## src/rtl/uart_tx_fifo.sv

```systemverilog
// UART transmitter with configurable data width, parity and stop bits, fed by a transmit FIFO.
// Defining UART_TX_FIFO_BREAK_EN adds the i_Break input for line-break generation.
module uart_tx_fifo #(
    parameter int CLKS_PER_BIT = 434,
    parameter int DATA_BITS    = 8,
    parameter int PARITY       = 0,
    parameter int STOP_BITS    = 1,
    parameter int FIFO_DEPTH   = 4
) (
    input  logic                        i_Clock,
    input  logic                        i_Rst,
    input  logic                        i_TX_DV,
    input  logic [DATA_BITS-1:0]        i_TX_Data,
`ifdef UART_TX_FIFO_BREAK_EN
    input  logic                        i_Break,
`endif
    output logic                        o_TX_Ready,
    output logic                        o_TX_Overflow,
    output logic [$clog2(FIFO_DEPTH):0] o_FIFO_Count,
    output logic                        o_TX_Active,
    output logic                        o_TX_Serial,
    output logic                        o_TX_Done
);
    localparam int AW = $clog2(FIFO_DEPTH);
    localparam int CW = AW + 1;
    localparam int TW = $clog2(CLKS_PER_BIT);
    localparam int IW = $clog2(DATA_BITS);
    localparam logic [TW-1:0] BIT_LAST  = TW'(CLKS_PER_BIT - 1);
    localparam logic [IW-1:0] DATA_LAST = IW'(DATA_BITS - 1);
    localparam logic [IW-1:0] STOP_LAST = IW'(STOP_BITS - 1);
    localparam logic [CW-1:0] DEPTH     = CW'(FIFO_DEPTH);

    typedef enum logic [2:0] {
        S_IDLE,
        S_START,
        S_DATA,
        S_PARITY,
        S_STOP
`ifdef UART_TX_FIFO_BREAK_EN
        , S_BREAK,
        S_MARK
`endif
    } state_t;

    logic [DATA_BITS-1:0] mem_q [FIFO_DEPTH];
    logic [AW-1:0]        wr_ptr_q, rd_ptr_q;
    logic [CW-1:0]        count_q;
    state_t               state_q;
    logic [TW-1:0]        tick_q;
    logic [IW-1:0]        bit_idx_q;
    logic [DATA_BITS-1:0] shift_q;
    logic                 parity_q, serial_q, active_q, done_q, overflow_q;

    logic                 full, push, pop, bit_end, stop_end, line_d;
    logic [DATA_BITS-1:0] head;

    // NOTE: combinational logic uses blocking '=' with a default first, so no latch is inferred.
    always_comb begin
        full     = (count_q == DEPTH);
        push     = i_TX_DV && !full;
        bit_end  = (tick_q == '0);
        stop_end = (state_q == S_STOP) && bit_end && (bit_idx_q == STOP_LAST);
        head     = mem_q[rd_ptr_q];
        pop      = (count_q != '0) && ((state_q == S_IDLE) || stop_end);
`ifdef UART_TX_FIFO_BREAK_EN
        if (i_Break) pop = 1'b0;
`endif
        line_d = 1'b1;
        case (state_q)
            S_START:  line_d = 1'b0;
            S_DATA:   line_d = shift_q[0];
            S_PARITY: line_d = parity_q;
`ifdef UART_TX_FIFO_BREAK_EN
            S_BREAK:  line_d = 1'b0;
`endif
            default:  line_d = 1'b1;
        endcase
    end

    // NOTE: the storage array has no reset; the pointers and count alone decide which entries are valid.
    always_ff @(posedge i_Clock) begin
        if (push) mem_q[wr_ptr_q] <= i_TX_Data;
    end

    always_ff @(posedge i_Clock) begin
        if (i_Rst) begin
            wr_ptr_q <= '0;
            rd_ptr_q <= '0;
            count_q  <= '0;
        end else begin
            if (push) wr_ptr_q <= wr_ptr_q + 1'b1;
            if (pop)  rd_ptr_q <= rd_ptr_q + 1'b1;
            if (push && !pop)      count_q <= count_q + 1'b1;
            else if (pop && !push) count_q <= count_q - 1'b1;
        end
    end

    // Outputs are registered from the current state, so the line trails the FSM by one cycle.
    always_ff @(posedge i_Clock) begin
        if (i_Rst) begin
            state_q    <= S_IDLE;
            tick_q     <= '0;
            bit_idx_q  <= '0;
            shift_q    <= '0;
            parity_q   <= 1'b0;
            serial_q   <= 1'b1;
            active_q   <= 1'b0;
            done_q     <= 1'b0;
            overflow_q <= 1'b0;
        end else begin
            serial_q   <= line_d;
            active_q   <= (state_q != S_IDLE);
            done_q     <= stop_end;
            overflow_q <= i_TX_DV && full;

            case (state_q)
                S_START: begin
                    if (bit_end) begin
                        tick_q    <= BIT_LAST;
                        bit_idx_q <= '0;
                        state_q   <= S_DATA;
                    end else tick_q <= tick_q - 1'b1;
                end
                S_DATA: begin
                    if (bit_end) begin
                        tick_q  <= BIT_LAST;
                        shift_q <= shift_q >> 1;
                        if (bit_idx_q == DATA_LAST) begin
                            bit_idx_q <= '0;
                            state_q   <= (PARITY != 0) ? S_PARITY : S_STOP;
                        end else bit_idx_q <= bit_idx_q + 1'b1;
                    end else tick_q <= tick_q - 1'b1;
                end
                S_PARITY: begin
                    if (bit_end) begin
                        tick_q    <= BIT_LAST;
                        bit_idx_q <= '0;
                        state_q   <= S_STOP;
                    end else tick_q <= tick_q - 1'b1;
                end
                S_STOP: begin
                    if (bit_end) begin
                        tick_q <= BIT_LAST;
                        if (bit_idx_q == STOP_LAST) begin
                            bit_idx_q <= '0;
                            state_q   <= S_IDLE;
`ifdef UART_TX_FIFO_BREAK_EN
                            if (i_Break) state_q <= S_BREAK;
`endif
                        end else bit_idx_q <= bit_idx_q + 1'b1;
                    end else tick_q <= tick_q - 1'b1;
                end
`ifdef UART_TX_FIFO_BREAK_EN
                S_IDLE: begin
                    if (i_Break) state_q <= S_BREAK;
                end
                S_BREAK: begin
                    if (!i_Break) begin
                        tick_q  <= BIT_LAST;
                        state_q <= S_MARK;
                    end
                end
                S_MARK: begin
                    if (bit_end) state_q <= S_IDLE;
                    else         tick_q  <= tick_q - 1'b1;
                end
`endif
                default: ;
            endcase

            // NOTE: placed after the case so its non-blocking assignments take precedence.
            if (pop) begin
                shift_q  <= head;
                parity_q <= (^head) ^ (PARITY == 1);
                tick_q   <= BIT_LAST;
                state_q  <= S_START;
            end
        end
    end

    assign o_TX_Ready    = !full;
    assign o_TX_Overflow = overflow_q;
    assign o_FIFO_Count  = count_q;
    assign o_TX_Active   = active_q;
    assign o_TX_Serial   = serial_q;
    assign o_TX_Done     = done_q;
endmodule

```

## config.mk

```make
export PLATFORM = sky130hd
export DESIGN_NAME = uart_tx_fifo
export DESIGN_NICKNAME = d
export VERILOG_FILES = /design/src/rtl/uart_tx_fifo.sv
export SDC_FILE = /design/constraint.sdc
export NUM_CORES = 1
export LEC_CHECK = 0
export ABC_AREA = 1
export CAP_MARGIN = 5
export CELL_PAD_IN_SITES_DETAIL_PLACEMENT = 0
export CELL_PAD_IN_SITES_GLOBAL_PLACEMENT = 1
export CORE_MARGIN = 1.5
export CORE_UTILIZATION = 30
export CTS_BUF_LIST = sky130_fd_sc_hd__clkbuf_16
export DETAILED_ROUTE_END_ITERATION = 16
export GPL_ROUTABILITY_DRIVEN = 0
export PLACE_DENSITY = 0.54
export SYNTH_ARGS = -nofsm -noshare
export SYNTH_HDL_FRONTEND = slang
export SYNTH_SLANG_ARGS = --single-unit
```

## constraint.sdc

```tcl
create_clock -name i_Clock -period 2.7 [get_ports i_Clock]
set_input_delay 0.405 -clock i_Clock [delete_from_list [all_inputs] [get_ports i_Clock]]
set_output_delay 0.405 -clock i_Clock [all_outputs]
set_load 0.01 [all_outputs]
```

### Word-level counts from Yosys, hierarchy flattened

Memory sizes are Yosys's and may differ from the RTL's. A register that Yosys moved wholly into a read port is not among the register bits.
Cells that the tools add are included.

* reductions and logical operators: 31
* eq/ne operators: 19
* muxes and demuxes: 27
* add/subtract/negate cells: 6

Operators with widths (number)
* 2-to-1 mux 3 bit: 13
* 2-to-1 mux 9 bit: 3
* 2-to-1 mux 8 bit: 3
* != test 3 bit, second input constant: 5
* AND reduction 7 bit: 2
* one-hot mux 3 bit (4 select lines): 1
* != test 2 bit, second input constant: 5
* equality test 3 bit, second input constant: 3
* logical NOT 9 bit: 1
* one-hot mux 3 bit (3 select lines): 1
* nonzero test 3 bit: 3
* subtractor 9 x 1 -> 9 bit, second input constant: 1
* nonzero test 2 bit: 4
* parity 8 bit: 1
* logical AND 1 bit: 7
* adder 3 x 1 -> 3 bit, second input constant: 2
* equality test 3 x 2 -> 1 bit, second input constant: 2
* logical NOT 3 bit: 2
* nonzero test 5 bit: 1
* adder 2 x 1 -> 2 bit, second input constant: 2
* 2-to-1 mux 2 bit: 2
* != test 2 x 1 -> 1 bit, second input constant: 2
* AND reduction 4 bit: 1
* nonzero test 4 bit: 1
* 10 further kinds: 15

* logic and storage cells: 98
* input port bits: 11
* bits in writable memories: 32
* memories: 1
* bits in registers: 35
* output and inout port bits: 8

Memory list
* mem_q: words 4, width 8, read ports 1, clocked after Yosys merged registers in 1, wr ports 1, line 45 `logic [DATA_BITS-1:0] mem_q [FIFO_DEPTH];`

### Depth between registers and ports, before layout

Gate-level depths: netlist of run 1.

* depth in word-level cells: 8
* gate-level depth with buffers: 15
* depth with buffers taken out: 14

### Least setup slack after synthesis of run 1

OpenSTA, ideal clock, no wires.

* path kind: register -> register
* start point: reg tick_q[0]
* end point: reg count_q[2] (netlist: o_FIFO_Count[2])
* slack: 548 ps
* clock period less this slack: 2152 ps
* stages on the path, launching flop included: 16
* arrival: 2082 ps
* data required time: 2630 ps
* library setup time: 70 ps
* buffers on the path: 1
* path through: dfxtp_1 -> inv_1 -> ha_1 -> nand3_2 -> nor2_4 -> nand3_2 -> nand2_2 -> nand2_4 -> buf_6 -> ha_1 -> inv_1 -> fa_1 -> o21ai_0 -> a21o_1 -> o21ai_0 -> a21oi_1

* cells in the longest elaborated chain, start to end: 8
* elaborated cells between the ends (all ways): 10
* classes of those cells: 1 x mux; 9 x reduce/logical

RTL lines
* start, declared: line 49 `logic [TW-1:0] tick_q;`
* start signal, assigned: line 122 `end else tick_q <= tick_q - 1'b1;`
* start signal, assigned: line 132 `end else tick_q <= tick_q - 1'b1;`
* start signal, assigned: line 139 `end else tick_q <= tick_q - 1'b1;`
* logical NOT 9 bit (*): line 61 `bit_end = (tick_q == '0);`
* logical AND 1 bit (*) (2 in a row): line 62 `stop_end = (state_q == S_STOP) && bit_end && (bit_idx_q == STOP_LAST);`
* logical OR 1 bit (*): line 64 `pop = (count_q != '0) && ((state_q == S_IDLE) || stop_end);`
* logical AND 1 bit (*): line 64
* logical NOT 1 bit: line 93 `if (push && !pop) count_q <= count_q + 1'b1;`
* logical AND 1 bit: line 93
* 2-to-1 mux 3 bit or nonzero test 2 bit (tied branches)
* end signal, assigned: line 93
* end signal, assigned: line 94 `else if (pop && !push) count_q <= count_q - 1'b1;`
* end, declared: line 47 `logic [CW-1:0] count_q;`

Mark *: on every way between the ends. The rest lies on a longest branch, timed or not.
A chain may end at the register's enable or synchronous reset.

### Final worst setup path of run 1

Same ends and word-level chain as after synthesis.

==> summary.md, run 1 <==
| Metric | Value |
|---|---|
| Mean number of vias per cell | 4.442 |
| DIE HEIGHT | 109.3 µm |
| Std cell rows | 38 |
| CTS tree | done |
| Clock latency on the worst-skew pair | 330 ps |
| Hold Path Cell Cnt | 2 |
| Critical path required time | 2910 ps |
| Status | finished clean |
| Via count of the first global-routing pass | 2481 |
| First-pass GRT wire length | 11.99 mm |
| Mean post-synth cell area | 8.029 µm² |
| Layout Nets | 472 |
| Total Neg Setup Slack | 0 ps |
| Cells on worst reg2reg path | 14 |
| Maximum fanout count along the critical path | 7 |
| Congestion Overflow GR | 0 |
| Violation count after the first detailed-route iteration | 91 |
| CTS Buffer Depth | 2 |
| Signed area change from the synthesized netlist to the final layout | 19.61% |
| Final HPWL from detailed placement | 5.160 mm |
| Shortest period the worst path allows | 2149 ps |
| Type of destination of the critical path | flop |
| Placed cells | 579 |
| Share of the clock period used by the worst path after layout | 79.58% |
| Number of sinks on the clock net | 69 |
| Startpoint types | flop |
| Final cell utilization of the core | 37.06% |
| Fin. max-slew vios | 0 |
| Flops & latches, synth | 69 |
| Routed Antenna Nets | 0 |
| Overall power consumption | 5018 µW |
| YS warnings | 0 |
| Master cell of the clock root buffer | sky130_fd_sc_hd__clkbuf_16 |
| Horizontal extent of the die | 109.3 µm |
| Post-synthesis sequential area ratio | 50.22% |
| Share of post-route cells with drive strength above 1 | 10.55% |
| Worst clock skew | 6.362 ps |
| Post_cts resized | 0 |
| Maximum resistive drop on vdd | 0.4634 mV |
| Critical Path AT | 2360 ps |
| Power density over the cells | 1238 mW/mm² |
| Least-Margin Pin Slew | 444.8 ps |
| Maximum clock frequency | 465.4 MHz |
| Total number of H-tree levels | 3 |
| CTS Hold Buffers Added | 0 |
| Number of buffers inserted during clock tree synthesis | 9 |
| Unique masters post-synth | 34 |
| Max_cap viols | 0 |
| Placeable core region | 0.01094 mm² |
| Count of endpoints failing hold in the final timing report | 0 |
| Class of the worst hold path | flop to flop |
| Unrepaired setup endpoints after global routing | false |
| Antenna violations before repair | 0 |
| LEAKAGE | 0.001759 µW |
| CTS clk-pin slew, worst paths | 60 ps |
| Syn_nets | 444 |
| Total wire length | 7.184 mm |
| Synthesized instance count | 422 |
| Relative slew margins | 70.32% |
| Number of iterations in the first detailed-routing pass | 5 |
| Number of standard cells in the layout, taps in and fillers out | 595 |
| Starting density of the core | 30.98% |
| Overall fraction of global-route tracks in use | 13.23% |
| # port buffers | 18 |
| DIE AREA | 0.01194 mm² |
| Antenna Cells | 0 |
| Number of setup violations in the final report | 0 |
| Top Ports | 19 |
| Summed instance area of the synthesized netlist | 0.003388 mm² |
| Worst Setup Path Type | flop to flop |
| Via count of the routed design | 2643 |
| Drt wl/cell | 12.07 µm |
| Pin count of the biggest net entering global routing | 19 |
| Buffers inserted by post-CTS timing repair | 0 |
| DRC violations left | 0 |
-- through the flow --
stage / hold slack, ps / cell area, µm² / worst slack (ps)
after floorplan: 431.6 / 3388 / 547.7
after global placement: 441.1 / 3745 / 418.9
after detailed placement: 455.6 / 3745 / 388.5
after CTS: 464.4 / 4053 / 531.3
after global routing: 485.2 / 4053 / 330.6
final: 455.8 / 4053 / 551.3
-- cell families after synthesis --
group / after synthesis / synth area share, %
AND/OR/NAND/NOR: 223 / 28.25
flip-flops: 69 / 50.22
buffers and inverters: 63 / 7.792
AO/OA/AOI/OAI: 53 / 8.678
adder cells (fa/ha/maj): 11 / 4.284
XOR/XNOR: 3 / 0.7756
-- report_power, final --
group / internal, µW / switching [µW] / total, µW / leakage [µW]
Sequential: 1350 / 157 / 1510 / 0.000598
Combinational: 794 / 1520 / 2310 / 0.00102
Clock: 729 / 472 / 1200 / 0.000145
-- worst paths after layout --
check / from / to / slack [ps]
setup reg to reg: tick_q[0] / o_FIFO_Count[2] / 550
hold reg to reg: rd_ptr_q[1] / flop / 460
hold / removal: rd_ptr_q[1] / flop / 460
setup / recovery: tick_q[0] / o_FIFO_Count[2] / 550
-- cells in the mapped netlist, drive strengths merged --
master | n | area (µm²)
a21o | 1 | 7.510
a21oi | 32 | 171.4
buf | 7 | 51.29
clkbuf | 2 | 7.510
dfxtp | 37 | 740.7
edfxtp | 32 | 960.9
fa | 1 | 20.02
ha | 10 | 125.1
inv | 54 | 205.2
nand2 | 139 | 534.3
nand3 | 31 | 165.2
nand4 | 3 | 18.77
nor2 | 46 | 215.2
nor3 | 2 | 10.01
nor3b | 1 | 7.510
nor4 | 1 | 6.260
o2111ai | 1 | 8.760
o211ai | 2 | 15.01
o21ai | 16 | 83.83
o31ai | 1 | 7.510
xnor2 | 1 | 8.760
xor2 | 2 | 17.52
-- layout by cell type, fill, tap and decap left out, drive strengths merged --
| cell type | instances |
|---|---|
| nand2 | 139 |
| inv | 57 |
| nor2 | 46 |
| dfxtp | 37 |
| edfxtp | 32 |
| a21oi | 32 |
| nand3 | 31 |
| clkdlybuf4s50 | 18 |
| o21ai | 16 |
| ha | 10 |
| clkbuf | 9 |
| buf | 8 |
| nand4 | 3 |
| nor3 | 2 |
| xor2 | 2 |
| o211ai | 2 |
| clkinvlp | 2 |
| nor4 | 1 |
| xnor2 | 1 |
| nor3b | 1 |
| o31ai | 1 |
| o2111ai | 1 |
| a21o | 1 |
| fa | 1 |
| bufinv | 1 |
| clkinv | 1 |
-- sequential cells by signal (all words and copies together), names as in the netlist, named ones only --
signal         count
o_TX_Active        1
bit_idx_q          3
tick_q             9
parity_q           1
state_q            3
mem_q             32
o_TX_Done          1
o_TX_Serial        1
shift_q            8
o_FIFO_Count       3
rd_ptr_q           2
o_TX_Overflow      1
wr_ptr_q           2
-- critical path, cell delays in order, from the launching register on --
cell,delay [ps]
sky130_fd_sc_hd__dfxtp_1,330
sky130_fd_sc_hd__inv_1,100
sky130_fd_sc_hd__ha_1,170
sky130_fd_sc_hd__nand3_2,90
sky130_fd_sc_hd__nor2_4,200
sky130_fd_sc_hd__nand3_2,110
sky130_fd_sc_hd__nand2_2,90
sky130_fd_sc_hd__nand2_4,50
sky130_fd_sc_hd__ha_1,160
sky130_fd_sc_hd__inv_1,90
sky130_fd_sc_hd__fa_1,190
sky130_fd_sc_hd__o21ai_0,90
sky130_fd_sc_hd__a21o_1,170
sky130_fd_sc_hd__o21ai_0,140
sky130_fd_sc_hd__a21oi_1,50
-- cell type report --
cell class	instances	area, µm²
Clock buffer	9	225.2
Inverter	54	205.2
Multi-Input combinational cell	290	1423
Fill cell	1174	6883
Clock inverter	7	82.58
Tap cell	140	175.2
Sequential cell	69	1702
Timing Repair Buffer	26	240.2
-- routing by layer --
layer	global-route usage, %	wire length (µm)	up-vias	share of wire [%]
met5	0	0	-	0
met4	4.453	53	0	0.74
met3	2.750	191	5	2.7
met2	20.49	3217	31	45
met1	18.33	3722	1189	52
li1	-	-	1418	-
Note: power is estimated with default switching activity, not from simulation.
==> run 2: changes to the inputs <==
==> constraint.sdc (replaced) <==
create_clock -name i_Clock -period 2.1 [get_ports i_Clock]
set_input_delay 0.315 -clock i_Clock [delete_from_list [all_inputs] [get_ports i_Clock]]
set_output_delay 0.315 -clock i_Clock [all_outputs]
set_load 0.01 [all_outputs]
==> summary.md, run 2 (synthesis gave the netlist of run 1 again) <==
| Metric | Value |
|---|---|
| Leading cell types in the layout, fill and taps excluded | sky130_fd_sc_hd__nand2_1, sky130_fd_sc_hd__inv_1, sky130_fd_sc_hd__dfxtp_1 (unchanged) |
| Congestion Overflow GR | 0 (unchanged) |
| CTS Buffer Depth | 2 (unchanged) |
| Type of destination of the critical path | flop (unchanged) |
| CP peak stage delay | 420 ps (was 330 ps) |
| Routed Antenna Nets | 0 (unchanged) |
| Total Neg Setup Slack | 0 ps (unchanged) |
| Overall fraction of global-route tracks in use | 13.43% (was 13.23%) |
| Max FFs per register | 32 (unchanged) |
| First-pass GRT wire length | 12.03 mm (was 11.99 mm) |
| Antenna Cells | 0 (unchanged) |
| Clock latency on the worst-skew pair | 320 ps (was 330 ps) |
| Unrepaired setup endpoints after global routing | false (unchanged) |
| Biggest regs | mem_q (32), tick_q (9), shift_q (8) (unchanged) |
| Crit path max-delay family | adder cells (was simple AND/OR/NAND/NOR gates) |
| Mean number of vias per cell | 4.392 (was 4.442) |
| CTS Hold Buffers Added | 0 (unchanged) |
| Class of the worst hold path | flop to flop (unchanged) |
| Number of iterations in the first detailed-routing pass | 4 (was 5) |
| Share of the clock period used by the worst path after layout | 92.59% (was 79.58%) |
| DIE HEIGHT | 109.3 µm (unchanged) |
| Maximum fanout count along the critical path | 4 (was 7) |
| Status | finished clean (unchanged) |
| Std cell rows | 38 (unchanged) |
| Starting density of the core | 30.98% (unchanged) |
| Fin. max-slew vios | 0 (unchanged) |
| Startpoint types | flop (unchanged) |
| Largest register by flop count | mem_q (unchanged) |
| Max_cap viols | 0 (unchanged) |
| Worst clock skew | 6.298 ps (was 6.362 ps) |
| CTS tree | done (unchanged) |
| Cell breakdown of the critical path | inv_2, ha_4, nand3_2, nor2_4, nand3_2, nand2_2, nand2_4, ha_2, inv_2, fa_2, o21ai_1, nor2_1 (was inv_1, ha_1, nand3_2, nor2_4, nand3_2, nand2_2, nand2_4, ha_1, inv_1, fa_1, o21ai_0, a21o_1, o21ai_0, a21oi_1) |
| Count of buffer and inverter cells on the critical path | 2 (unchanged) |
| CTS clk-pin slew, worst paths | 60 ps (about the same) |
| Worst Hold Margin | 455.8 ps (about the same) |
| Violation count after the first detailed-route iteration | 95 (was 91) |
| Number of setup violations in the final report | 0 (unchanged) |
| Signed area change from the synthesized netlist to the final layout | 20.46% (was 19.61%) |
| Total wire length | 7.240 mm (was 7.184 mm) |
| # port buffers | 18 (unchanged) |
| Sequential cell area | 0.001703 mm² (was 0.001702 mm²) |
| Power density over the cells | 1563 mW/mm² (was 1238 mW/mm²) |
| Number of standard cells in the layout, taps in and fillers out | 600 (was 595) |
| Shortest period the worst path allows | 1944 ps (was 2149 ps) |
| Count of endpoints failing hold in the final timing report | 0 (unchanged) |
| Layout Nets | 477 (was 472) |
| Placeable core region | 0.01094 mm² (unchanged) |
| Critical Path AT | 2160 ps (was 2360 ps) |
| Number of buffers inserted during clock tree synthesis | 9 (unchanged) |
| Via count of the first global-routing pass | 2438 (was 2481) |
| Via count of the routed design | 2635 (was 2643) |
| Least-Margin Pin Slew | 336.5 ps (was 444.8 ps) |
| Master cell of the clock root buffer | sky130_fd_sc_hd__clkbuf_16 (unchanged) |
| Relative slew margins | 77.54% (was 70.32%) |
| Horizontal extent of the die | 109.3 µm (unchanged) |
| Top Ports | 19 (unchanged) |
| Maximum clock frequency | 514.3 MHz (was 465.4 MHz) |
| Drt wl/cell | 12.07 µm (about the same) |
| Multi-input combinational cell area | 0.001444 mm² (was 0.001423 mm²) |
| # fillers | 1130 (was 1174) |
| DRC violations left | 0 (unchanged) |
| Maximum resistive drop on vdd | 0.5301 mV (was 0.4634 mV) |
| Final HPWL from detailed placement | 5.116 mm (was 5.160 mm) |
| Number of sinks on the clock net | 69 (unchanged) |
| Critical path required time | 2320 ps (was 2910 ps) |
| DIE AREA | 0.01194 mm² (unchanged) |
| Total number of H-tree levels | 3 (unchanged) |
| Worst Setup Path Type | flop to flop (unchanged) |
| Antenna violations before repair | 0 (unchanged) |
| Placed cells | 584 (was 579) |
| LEAKAGE | 0.001766 µW (was 0.001759 µW) |
| Most frequent standard cell in the layout excluding fill and tap cells | sky130_fd_sc_hd__nand2_1 (unchanged) |
| Pin count of the biggest net entering global routing | 19 (unchanged) |
| CP max stage cell | sky130_fd_sc_hd__fa_2 (was sky130_fd_sc_hd__dfxtp_1) |
| Share of post-route cells with drive strength above 1 | 13.26% (was 10.55%) |
| Area post-placement | 0.003801 mm² (was 0.003745 mm²) |
| Final std cell area, no fill | 0.004081 mm² (was 0.004053 mm²) |
==> run 2: cell count changes in the layout (fill, tap and decap cells not counted), sizes merged <==
| cell | change |
|---|---|
| buf | +5 |
| bufinv | -1 |
| clkinv | +2 |
| clkinvlp | +1 |
| inv | -2 |
==> run 2: worst paths after layout <==
| path | from | cells after the start | slack [ps] | to |
|---|---|---|---|---|
| max | tick_q[0] | 12 | 160 | o_FIFO_Count[1] |
| min reg2reg | rd_ptr_q[1] | 2 | 460 | rd_ptr_q[1] |
| min | rd_ptr_q[1] | 2 | 460 | rd_ptr_q[1] |
| max reg2reg | tick_q[0] | 12 | 160 | o_FIFO_Count[1] |
==> run 2: what timing repair did <==
item | CTS | global route
gates resized for setup | 0 | 1
buffers inserted | 0 | 0
setup endpoints to repair | 0 | 2
endpoints found under the hold margin | 0 | 0
==> run 2: metal layers <==
layer,up-vias,routed length (µm),track usage (%)
met5,-,0,0
met2,27,3204,20.31
met1,1179,3825,18.87
li1,1424,-,-
met3,5,140,2.391
met4,0,69,5.566
==> run 2: cell type report <==
| cell class | count | share of cell area, % |
|---|---|---|
| Sequential cell | 69 | 41.72 |
| Clock buffer | 9 | 5.518 |
| Multi-Input combinational cell | 290 | 35.38 |
| Clock inverter | 7 | 1.257 |
| Tap cell | 140 | 4.292 |
| Inverter | 54 | 5.028 |
| Timing Repair Buffer | 31 | 6.806 |
==> run 2: metrics by stage <==
step                      util [%]  setup slack (ps)  total power, µW
after floorplan                  -             7.663             4289
after global placement       34.76             105.7             5061
after detailed placement     34.76             88.63             5056
after CTS                    37.29             109.5             6493
after global routing         37.32             6.842             7013
final                        37.32             155.7             6379
==> run 2: tightest hold or removal path, cell delays in order (launching register included) <==
cell and delay (ps):
sky130_fd_sc_hd__dfxtp_1 300, sky130_fd_sc_hd__inv_1 50, sky130_fd_sc_hd__a21oi_1 60
==> run 2: where the power goes <==
group | switching (µW) | internal (µW)
logic | 1970 | 1080
registers | 203 | 1740
clock network | 584 | 801
total | 2760 | 3620
==> run 3: changes to the inputs <==
--- a/config.mk
+++ b/config.mk
@@ -10,11 +10,11 @@
 export CELL_PAD_IN_SITES_DETAIL_PLACEMENT = 0
 export CELL_PAD_IN_SITES_GLOBAL_PLACEMENT = 1
 export CORE_MARGIN = 1.5
-export CORE_UTILIZATION = 30
+export CORE_UTILIZATION = 45
 export CTS_BUF_LIST = sky130_fd_sc_hd__clkbuf_16
 export DETAILED_ROUTE_END_ITERATION = 16
 export GPL_ROUTABILITY_DRIVEN = 0
-export PLACE_DENSITY = 0.54
+export PLACE_DENSITY = 0.77
 export SYNTH_ARGS = -nofsm -noshare
 export SYNTH_HDL_FRONTEND = slang
 export SYNTH_SLANG_ARGS = --single-unit
==> summary.md, run 3 (synthesis gave the netlist of run 1 again) <==
| Metric | Value |
|---|---|
| DIE HEIGHT | 89.77 µm (was 109.3 µm) |
| Buffers inserted by post-CTS timing repair | 0 (unchanged) |
| Drt wl/cell | 11.87 µm (was 12.07 µm) |
| CP max stage cell | sky130_fd_sc_hd__fa_2 (unchanged) |
| Status | finished clean (unchanged) |
| # port buffers | 18 (unchanged) |
| Placeable core region | 0.007253 mm² (was 0.01094 mm²) |
| Most frequent standard cell in the layout excluding fill and tap cells | sky130_fd_sc_hd__nand2_1 (unchanged) |
| Worst Hold Margin | 460.6 ps (was 455.8 ps) |
| Critical path required time | 2330 ps (was 2320 ps) |
| Class of the worst hold path | flop to flop (unchanged) |
| Maximum clock frequency | 511.0 MHz (was 514.3 MHz) |
| Unrepaired setup endpoints after global routing | false (unchanged) |
| Least-Margin Pin Slew | 423.7 ps (was 336.5 ps) |
| Power density over the cells | 1604 mW/mm² (was 1563 mW/mm²) |
| Critical Path AT | 2180 ps (was 2160 ps) |
| First-pass GRT wire length | 11.60 mm (was 12.03 mm) |
| Worst Setup Path Type | flop to flop (unchanged) |
| Violation count after the first detailed-route iteration | 102 (was 95) |
| Maximum fanout count along the critical path | 4 (unchanged) |
| Clock latency on the worst-skew pair | 330 ps (was 320 ps) |
| CTS Hold Buffers Added | 0 (unchanged) |
| CTS Buffer Depth | 2 (unchanged) |
| Number of buffers inserted during clock tree synthesis | 9 (unchanged) |
| Congestion Overflow GR | 0 (unchanged) |
| Signed area change from the synthesized netlist to the final layout | 19.35% (was 20.46%) |
| Maximum resistive drop on vdd | 0.7116 mV (was 0.5301 mV) |
| Total number of H-tree levels | 3 (unchanged) |
| Routed Antenna Nets | 0 (unchanged) |
| Total wire length | 6.614 mm (was 7.240 mm) |
| Via count of the routed design | 2646 (was 2635) |
| DIE AREA | 0.008059 mm² (was 0.01194 mm²) |
| # fillers | 702 (was 1130) |
| Horizontal extent of the die | 89.77 µm (was 109.3 µm) |
| Max_cap viols | 0 (unchanged) |
| Leading cell types in the layout, fill and taps excluded | sky130_fd_sc_hd__nand2_1, sky130_fd_sc_hd__inv_1, sky130_fd_sc_hd__nor2_1, sky130_fd_sc_hd__dfxtp_1, sky130_fd_sc_hd__edfxtp_1 (was sky130_fd_sc_hd__nand2_1, sky130_fd_sc_hd__inv_1, sky130_fd_sc_hd__dfxtp_1) |
| Mean number of vias per cell | 4.750 (was 4.392) |
| Starting density of the core | 46.71% (was 30.98%) |
| Top Ports | 19 (unchanged) |
| Antenna Cells | 0 (unchanged) |
| Via count of the first global-routing pass | 2524 (was 2438) |
| Largest register by flop count | mem_q (unchanged) |
| CP peak stage delay | 440 ps (was 420 ps) |
| Max FFs per register | 32 (unchanged) |
| Overall fraction of global-route tracks in use | 18.15% (was 13.43%) |
| Pin count of the biggest net entering global routing | 19 (unchanged) |
| Layout Nets | 475 (was 477) |
| Post_cts resized | 0 (unchanged) |
| Number of sinks on the clock net | 69 (unchanged) |
| Master cell of the clock root buffer | sky130_fd_sc_hd__clkbuf_16 (unchanged) |
| Reg2reg setup slack | 140 ps (was 160 ps) |
| Type of destination of the critical path | flop (unchanged) |
| Fin. max-slew vios | 0 (unchanged) |
| CTS tree | done (unchanged) |
| Cell breakdown of the critical path | inv_2, ha_4, nand3_2, nor2_4, nand3_2, nand2_2, nand2_4, ha_2, inv_2, fa_2, o21ai_2, nor2_1 (was inv_2, ha_4, nand3_2, nor2_4, nand3_2, nand2_2, nand2_4, ha_2, inv_2, fa_2, o21ai_1, nor2_1) |
| Antenna violations before repair | 0 (unchanged) |
| Std cell rows | 31 (was 38) |
| Worst clock skew | 7.984 ps (was 6.298 ps) |
| Number of iterations in the first detailed-routing pass | 4 (unchanged) |
| Share of the clock period used by the worst path after layout | 93.19% (was 92.59%) |
| Final HPWL from detailed placement | 4.680 mm (was 5.116 mm) |
| Share of post-route cells with drive strength above 1 | 13.10% (was 13.26%) |
| LEAKAGE | 0.001768 µW (was 0.001766 µW) |
| Biggest regs | mem_q (32), tick_q (9), shift_q (8) (unchanged) |
| Relative slew margins | 71.72% (was 77.54%) |
| Total Neg Setup Slack | 0 ps (unchanged) |
| Startpoint types | flop (unchanged) |
| Number of setup violations in the final report | 0 (unchanged) |
| Shortest period the worst path allows | 1957 ps (was 1944 ps) |
| Count of endpoints failing hold in the final timing report | 0 (unchanged) |
| CTS clk-pin slew, worst paths | 60 ps (about the same) |
| DRC violations left | 0 (unchanged) |
[run 3: critical path, delay by kind of cell, from the launching register on]
kind                       cells  cell delay (ps)
DFF                            1              340
buffers and inverters          2              150
AOI/OAI and AO/OA              1              140
adders and majority gates      3              730
and+or+nand+nor                6              500
[run 3: area by class of cell]
type | count | area [µm²] | share of cell area [%]
tap | 99 | 123.9 | 3.063
timing repair buffer | 29 | 262.8 | 6.498
inverter | 54 | 205.2 | 5.074
sequential | 69 | 1704 | 42.14
multi-input combinational | 290 | 1444 | 35.71
clock inverter | 7 | 78.83 | 1.949
clock buffer | 9 | 225.2 | 5.569
[run 3: layer usage]
| layer | vias to the layer above | GRT usage, % | wire [µm] |
|---|---|---|---|
| li1 | 1421 | - | - |
| met4 | 0 | 5.952 | 92 |
| met5 | - | 0 | 0 |
| met3 | 8 | 4.569 | 233 |
| met2 | 44 | 28.56 | 2958 |
| met1 | 1173 | 24.54 | 3329 |
[run 3: worst paths after layout]
check / startpoint / to / cells past startpoint
worst max register to register: tick_q[0] / o_FIFO_Count[1] / 12
worst max-delay path: tick_q[0] / o_FIFO_Count[1] / 12
worst min-delay path: shift_q[7] / shift_q[7] / 2
worst min register to register: shift_q[7] / shift_q[7] / 2
[run 3: power by group]
part | switching (µW) | internal [µW] | total, µW
Combinational | 1940 | 1080 | 3010
Clock | 582 | 930 | 1510
Sequential | 220 | 1740 | 1960
Total | 2740 | 3750 | 6480
[run 3: metrics by stage]
step	instance area, µm²	util, %	setup slack (ps)	total power (µW)	instances
6_report	4044	55.75	143.0	6485	557
5_1_grt	4044	55.75	11.69	7109	557
4_1_cts	4039	55.68	109.8	6528	557
3_5_place_dp	3735	51.49	100.3	4995	541
3_3_place_gp	3735	51.49	119.1	4942	541
2_1_floorplan	3407	-	7.663	4289	422
